## config.mk

```make
export PLATFORM = sky130hd
export DESIGN_NAME = systolic_mac_ctrl
export DESIGN_NICKNAME = d
export VERILOG_FILES = /design/src/rtl/systolic_mac_ctrl.sv
export SDC_FILE = /design/constraint.sdc
export NUM_CORES = 1
export LEC_CHECK = 0
export ABC_AREA = 1
export BUFFER_PORTS_ARGS = -buffer_cell sky130_fd_sc_hd__buf_4
export CORE_ASPECT_RATIO = 1.4
export CORE_MARGIN = 2
export CORE_UTILIZATION = 40
export CTS_CLUSTER_SIZE = 24
export DETAILED_ROUTE_END_ITERATION = 8
export PLACE_DENSITY = 0.58
export SKIP_LAST_GASP = 1
export SLEW_MARGIN = 40
export SYNTH_ARGS = -nofsm -noshare
export SYNTH_HDL_FRONTEND = slang
export SYNTH_SLANG_ARGS = --single-unit
```

## constraint.sdc

```tcl
create_clock -name clk -period 4.5 [get_ports clk]
set_input_delay 0.225 -clock clk [delete_from_list [all_inputs] [get_ports clk]]
set_output_delay 0.225 -clock clk [all_outputs]
set_load 0.02 [all_outputs]
```

## src/rtl/systolic_mac_ctrl.sv

```systemverilog
// Sequencer for an N x N output-stationary systolic MAC array: clears the array,
// issues skewed operand-buffer reads, waits out propagation, then drains result rows.
module systolic_mac_ctrl #(
    parameter int N     = 4,
    parameter int K_MAX = 64,
    parameter int AW    = $clog2(K_MAX),
    parameter int KW    = $clog2(K_MAX + 1),
    parameter int TW    = $clog2(K_MAX + 2 * N)
) (
    input  logic                   clk,
    input  logic                   reset,
    input  logic                   start_valid,
    output logic                   start_ready,
    input  logic [KW-1:0]          k_len,
    output logic                   cmd_err,
    output logic                   busy,
    output logic                   array_clear,
    output logic [N-1:0]           a_lane_en,
    output logic [N*AW-1:0]        a_rd_addr,
    output logic [N-1:0]           b_lane_en,
    output logic [N*AW-1:0]        b_rd_addr,
    output logic                   res_valid,
    input  logic                   res_ready,
    output logic [$clog2(N)-1:0]   res_row_sel,
    output logic                   done
);
    localparam int CW = TW + 1;
    localparam int RW = $clog2(N);

    typedef enum logic [2:0] {IDLE, CLEAR, FEED, FLUSH, DRAIN} state_t;

    state_t         state;
    logic [KW-1:0]  k_reg;
    logic [TW-1:0]  t;
    logic [TW-1:0]  feed_last;
    logic [TW-1:0]  t_next;
    logic           k_ok;

    assign feed_last = TW'(k_reg) + TW'(N - 2);
    assign t_next    = t + TW'(1);
    assign k_ok      = (k_len != '0) && (k_len <= KW'(K_MAX));

    // Lane i is live for k_len consecutive steps starting at step i (the skew).
    function automatic logic [N-1:0] lane_en_at(input logic [TW-1:0] tv, input logic [KW-1:0] kv);
        logic [N-1:0] en;
        en = '0;
        for (int i = 0; i < N; i++)
            en[i] = (CW'(tv) >= CW'(i)) && (CW'(tv) < CW'(i) + CW'(kv));
        return en;
    endfunction

    function automatic logic [N*AW-1:0] lane_addr_at(input logic [TW-1:0] tv, input logic [KW-1:0] kv);
        logic [N-1:0]    en;
        logic [N*AW-1:0] addr;
        en   = lane_en_at(tv, kv);
        addr = '0;
        for (int i = 0; i < N; i++)
            if (en[i]) addr[i*AW +: AW] = AW'(CW'(tv) - CW'(i));
        return addr;
    endfunction

    always_ff @(posedge clk or negedge reset) begin
        if (!reset) begin
            state       <= IDLE;
            k_reg       <= '0;
            t           <= '0;
            start_ready <= 1'b1;
            cmd_err     <= 1'b0;
            busy        <= 1'b0;
            array_clear <= 1'b0;
            a_lane_en   <= '0;
            a_rd_addr   <= '0;
            b_lane_en   <= '0;
            b_rd_addr   <= '0;
            res_valid   <= 1'b0;
            res_row_sel <= '0;
            done        <= 1'b0;
        end else begin
            cmd_err     <= 1'b0;
            done        <= 1'b0;
            array_clear <= 1'b0;
            case (state)
                IDLE: begin
                    if (start_valid) begin
                        if (k_ok) begin
                            k_reg       <= k_len;
                            state       <= CLEAR;
                            start_ready <= 1'b0;
                            busy        <= 1'b1;
                            array_clear <= 1'b1;
                        end else begin
                            cmd_err <= 1'b1;
                        end
                    end
                end
                CLEAR: begin
                    state     <= FEED;
                    t         <= '0;
                    a_lane_en <= lane_en_at('0, k_reg);
                    a_rd_addr <= lane_addr_at('0, k_reg);
                    b_lane_en <= lane_en_at('0, k_reg);
                    b_rd_addr <= lane_addr_at('0, k_reg);
                end
                FEED: begin
                    if (t == feed_last) begin
                        state     <= FLUSH;
                        t         <= '0;
                        a_lane_en <= '0;
                        a_rd_addr <= '0;
                        b_lane_en <= '0;
                        b_rd_addr <= '0;
                    end else begin
                        t         <= t_next;
                        a_lane_en <= lane_en_at(t_next, k_reg);
                        a_rd_addr <= lane_addr_at(t_next, k_reg);
                        b_lane_en <= lane_en_at(t_next, k_reg);
                        b_rd_addr <= lane_addr_at(t_next, k_reg);
                    end
                end
                FLUSH: begin
                    // One read-latency cycle plus N-1 hops to reach the far corner PE.
                    if (t == TW'(N - 1)) begin
                        state       <= DRAIN;
                        t           <= '0;
                        res_valid   <= 1'b1;
                        res_row_sel <= '0;
                    end else begin
                        t <= t_next;
                    end
                end
                DRAIN: begin
                    if (res_ready) begin
                        if (res_row_sel == RW'(N - 1)) begin
                            state       <= IDLE;
                            res_valid   <= 1'b0;
                            res_row_sel <= '0;
                            busy        <= 1'b0;
                            start_ready <= 1'b1;
                            done        <= 1'b1;
                        end else begin
                            res_row_sel <= res_row_sel + RW'(1);
                        end
                    end
                end
                default: state <= IDLE;
            endcase
        end
    end
endmodule

```

# After elaboration in Yosys (flattened, before gate mapping)
# Cells that the tools add are included.
# op_classes
add_sub_neg	9
magnitude_cmp	9
n_eq_ne	13
muxes	43
reduce_logical	15
# ops
cell	count
$pmux W24 S2	1
$lt A7 B8 Y1	3
$mux W24	1
$mux W6	4
$pmux W7 S3	1
$mux W1	18
$mux W3	6
$add A2 B7 Y8 const A	2
$pmux W3 S5	1
$ge A7 B2 Y1 const B	2
$mux W7	2
$ne A2 B2 Y1 const B	6
$sub A6 B2 Y6 const B	2
$add A1 B7 Y8 const A	1
$pmux W4 S2	1
$add A7 B1 Y7 const B	1
$add A7 B2 Y7 const B	1
$eq A7 B2 Y1 const B	1
$eq A7 B7 Y1	1
$ge A7 B1 Y1 const B	1
$le A7 B7 Y1 const B	1
$lt A1 B7 Y1 const A	1
$lt A7 B7 Y1	1
$reduce_bool A7 Y1	1
other kinds (18)	29
# word_totals
regBits	53
in_bits	11
out_inout_bits	64
word_cells	101

# Logic depth before layout (Yosys ltp)
# depth
word_depth	6
depth_mapped	15
depth_no_buf	15

# Worst setup path before layout
# No wires, ideal clock.
# synth_timing
path_type	flip-flop to flip-flop
start	register t[0]
end	register b_rd_addr[6]
setup_time_ns	0.119
arrival_time_ns	2.081
required_time_ns	4.381
path_slack_ns	2.300
stages_incl_launch_ff	13
n_path_buf	1
period_less_slack_ns	2.200
path_cell_list	dfrtp_1 buf_2 inv_1 ha_1 inv_1 ha_1 nand3_1 nor2_4 nand3_1 nor2_2 nor2_4 nand4_1 nand2_1
# synth_via
elab_chain_cells	6
elab_cells_between_ends	9
classes_between	2 x add/sub; 2 x order compare; 1 x eq/ne; 3 x mux; 1 x reduce/logical
# synth_rtl
item	line	source
start, declared	34	logic [TW-1:0] t;
start signal, assigned	113	t <= t_next;
start signal, assigned	128	t <= t_next;
$add A7 B1 Y7	40	assign t_next = t + TW'(1);
$lt A7 B8 Y1 or $ge A7 B1 Y1 (tied branches)	48	en[i] = (CW'(tv) >= CW'(i)) && (CW'(tv) < CW'(i) + CW'(kv));
$logic_and A1 B1 Y1	48	
$mux W6	58	if (en[i]) addr[i*AW +: AW] = AW'(CW'(tv) - CW'(i));
$mux W24 (*)	105	if (t == feed_last) begin
$pmux W24 S2 (*)	82	case (state)
end signal, assigned	102	b_rd_addr <= lane_addr_at('0, k_reg);
end signal, assigned	117	b_rd_addr <= lane_addr_at(t_next, k_reg);
end, declared	21	output logic [N*AW-1:0] b_rd_addr,
# Mark *: on every way between the ends. The rest lies on a longest branch, timed or not.
# A chain may end at the register's enable or synchronous reset.

# Worst setup path after layout
# layout_timing
start	register t[0]
end	register b_rd_addr[3]
# layout_via
elab_chain_cells	5
elab_cells_between_ends	6
classes_between	1 x add/sub; 1 x order compare; 1 x eq/ne; 3 x mux
# layout_rtl
item	line
$add A7 B1 Y7	40
$lt A7 B7 Y1	48
$mux W6	58
$mux W24 (*)	105
$pmux W24 S2 (*)	82
# Marked as above.

==> results.toml <==
[cells_and_area]
flip_flop_count_of_the_largest_register_all_copies_and_words_added = 24
layout-drive-gt1-share_pct = 24.03
antenna-diode-count = 0
final_net_count = 615
area_added_between_synthesis_and_finish_pct = 13.75

[die]
die_w_um = 89.50
io_pins = 75
initial_core_util_pct = 41.13
die_h_um = 123.7
die-area_um2 = 11070
core_region_area_um2 = 9953
rows = 43

[placement]
hpwlAfterDp_um = 7578
place.gp.congestion = 0.9183
preCtsSetupSlack_ns = 1.805
port-buffer-count = 74

[sta]
report.final.setup_viol = 0
timing_worst_slew_pin_value_ns = 0.6897
rsz0062_at_grt = "false"
hold_viol_final = 0
setup_slack_of_the_critical_path_after_layout_ns = 1.760
worst_hold_slack_ns = 0.1307
setup_tns_ns = 0
final_max_slew_viol_count = 0
fmax_ghz = 0.3650
slew_headroom_pct = 54.02
final_min_period_over_clock_period_pct = 60.89
final_period_minus_worst_setup_slack_ns = 2.740
finalClockSkew_ns = 0.005068

[clock_tree]
holdBufCountCts = 1
tritoncts_num_sinks = 53
numCtsBuffers = 5
htree_num_levels = 2
postCtsSetupRepairBufs = 0
cts.repair.resized = 0
ctsLongestPathBuffers = 2
cts_tree = "done"
clk_transition_reported_paths_ns = 0.07
cts_root_buffer = "sky130_fd_sc_hd__clkbuf_16"
clock_latency_ns = 0.29

[worst_setup_path]
class_of_the_most_critical_setup_path = "reg -> reg"
reg2reg_setup_slack_ns = 1.76
critPathSlowestCell = "sky130_fd_sc_hd__dfrtp_1"
critPathArrivalTime_ns = 2.96
crit_path_max_incr_delay_ns = 0.60
worst_ep_required_time_ns = 4.72
cp_cell_sequence = "ha_1 -> nand2_2 -> inv_2 -> nand3_1 -> clkinv_1 -> nand2_1 -> nand2_2 -> ha_1 -> a21oi_1 -> o21ai_0 -> a21oi_1 -> nand3_2 -> o21ai_0"
critPathCaptureType = "flop"
path_max_fanout = 11
cp-start-kind = "flop"

[power_and_ir_drop]
share_seq_of_total_power_pct = 23.5
design_power_total_mw = 3.779
p_leak_nw = 2.496
ir_worst_vdd_v = 0.0002960
power.switching_fraction_pct = 52.76
cell_internal_pwr_mw = 1.785
power_per_cell_area_nw_per_um2 = 811.5
switchingPower_mw = 1.994
power.combinational.fraction_pct = 66.1
pwr-share-clk_pct = 10.4

[yosys]
synth_top_cell_by_area = "sky130_fd_sc_hd__dfrtp_1"
yosys_warnings = 0
synthesis_stage_register_bit_count = 53
syn_inst = 524
post_synth_instance_area_um2 = 4094
synth_top_area_share_pct = 31.78
synth-seq-area-share_pct = 32.43
async_reset_ff_share_pct = 100.0
post_synth_main_area_contributors = "sky130_fd_sc_hd__dfrtp_1 32%, sky130_fd_sc_hd__nand2_1 14%, sky130_fd_sc_hd__ha_1 12%"
ys_dominant_reg_cell = "sky130_fd_sc_hd__dfrtp_1"
number_of_flops_mapped_to_enable_cells_by_yosys = 0
post_synth.cell_area_avg_um2 = 7.813
synth.net_count = 574
post_synth_num_cell_types = 33

[status]
outcome = "finished clean"

[routing]
drc = 0
drt_wl_total_um = 9827
routed-via-count = 3489
firstDrtPassIters = 4
antenna_violating_nets_post_route = 0
detail_route.iter0.violations = 223
route.detailed.vias_per_inst = 4.977
wire_per_inst_um = 14.02

[run]
cap_viol_max_count = 0

[worst_hold_path]
min_path_type = "in -> reg"

[global_routing]
number_of_global_route_vias_before_repair = 3463
grt_start_max_net_pins = 54
track_usage_pct = 19.06
grt_first_pass_wirelength_um = 16600
antenna_violations_before_repair = 0
grt.overflow.total = 0
==> layout by cell type (no fill, tap or decap), types with 6 or more instances in the layout <==
cell type,count
sky130_fd_sc_hd__nand2_1,150
sky130_fd_sc_hd__buf_4,74
sky130_fd_sc_hd__dfrtp_1,52
sky130_fd_sc_hd__nand3_1,39
sky130_fd_sc_hd__ha_1,39
sky130_fd_sc_hd__inv_1,34
sky130_fd_sc_hd__nor2_1,33
sky130_fd_sc_hd__o21ai_0,17
sky130_fd_sc_hd__a21oi_1,17
sky130_fd_sc_hd__xor2_1,16
sky130_fd_sc_hd__nand2_2,14
sky130_fd_sc_hd__nand4_1,12
sky130_fd_sc_hd__inv_2,8
sky130_fd_sc_hd__nor2_2,7
sky130_fd_sc_hd__nand2_4,6
==> routing by layer <==
metal	up-vias	global-route usage (%)	part of all wire (%)
li1	1739	-	-
met5	-	0	0
met1	1630	24.20	43
met4	0	6.437	2.5
met2	106	33.52	50
met3	14	1.657	4.3
==> cell families after synthesis <==
family | after synthesis | share of synthesized area [%]
and+or+nand+nor | 277 | 31.63
DFF | 53 | 32.43
buffers and inverters | 87 | 12.13
adders and majority gates | 39 | 11.92
AOI/OAI and AO/OA | 46 | 6.815
xor gates and xnor gates | 22 | 5.073
==> path summary, 6_finish.rpt <==
path,end,startpoint,depth (start not counted)
setup / recovery,b_rd_addr[3],t[0],13
hold / removal,k_reg[4],k_len[4],3
setup reg to reg,b_rd_addr[3],t[0],13
hold reg to reg,b_rd_addr[21],b_rd_addr[21],2
max in group asynchronous,t[4],reset,2
min in group asynchronous,b_rd_addr[14],reset,2
==> cell usage after synthesis, types with 2 or more instances <==
library cell,count
sky130_fd_sc_hd__xnor2_1,5
sky130_fd_sc_hd__buf_4,30
sky130_fd_sc_hd__nand3_2,5
sky130_fd_sc_hd__a21oi_4,3
sky130_fd_sc_hd__nor2_2,7
sky130_fd_sc_hd__nand2_1,150
sky130_fd_sc_hd__nand2_4,6
sky130_fd_sc_hd__inv_1,34
sky130_fd_sc_hd__xor2_1,16
sky130_fd_sc_hd__inv_2,8
sky130_fd_sc_hd__nand2_2,14
sky130_fd_sc_hd__nor2_1,33
sky130_fd_sc_hd__nor3_1,3
sky130_fd_sc_hd__nand3_1,39
sky130_fd_sc_hd__buf_6,7
sky130_fd_sc_hd__clkinv_1,3
sky130_fd_sc_hd__or2_2,3
sky130_fd_sc_hd__dfrtp_1,52
sky130_fd_sc_hd__o21ai_1,3
sky130_fd_sc_hd__a21oi_1,17
sky130_fd_sc_hd__buf_2,2
sky130_fd_sc_hd__nor2_4,4
sky130_fd_sc_hd__o211ai_1,4
sky130_fd_sc_hd__nand4_1,12
sky130_fd_sc_hd__o21ai_0,17
sky130_fd_sc_hd__ha_1,39
sky130_fd_sc_hd__o21a_1,2
==> layout make-up <==
| cell class | count | area, µm² |
|---|---|---|
| timing repair buffer | 75 | 565.5 |
| sequential | 53 | 1328 |
| fill | 1011 | 5296 |
| clock buffer | 5 | 125.1 |
| multi-input combinational | 384 | 2270 |
| inverter | 46 | 175.2 |
| tap | 135 | 168.9 |
| clock inverter | 3 | 25.02 |
==> through the flow <==
step | instances | utilization (%) | instance area [µm²]
global route | 701 | 46.79 | 4657
global placement | 692 | 45.18 | 4497
detailed placement | 692 | 45.18 | 4497
floorplan | 524 | - | 4094
finish | 701 | 46.79 | 4657
CTS | 701 | 46.79 | 4657
==> critical path, delay by kind of cell, from the launching register on <==
kind                       cells  cell delay, ns
buffers and inverters          2            0.19
adders and majority gates      2            0.58
DFF                            1            0.60
AOI/OAI and AO/OA              4            0.68
and+or+nand+nor                5            0.59
==> power by group through the flow <==
stage / registers [mW] / logic [mW] / clock network (mW)
final: 0.887 / 2.50 / 0.394
after global routing: 0.923 / 2.82 / 0.418
after CTS: 0.890 / 2.52 / 0.408
after detailed placement: 0.897 / 2.52 / 0
after global placement: 0.891 / 2.48 / 0
after floorplan: 0.916 / 1.91 / 0
No activity file was read; power rests on OpenSTA's default activity.
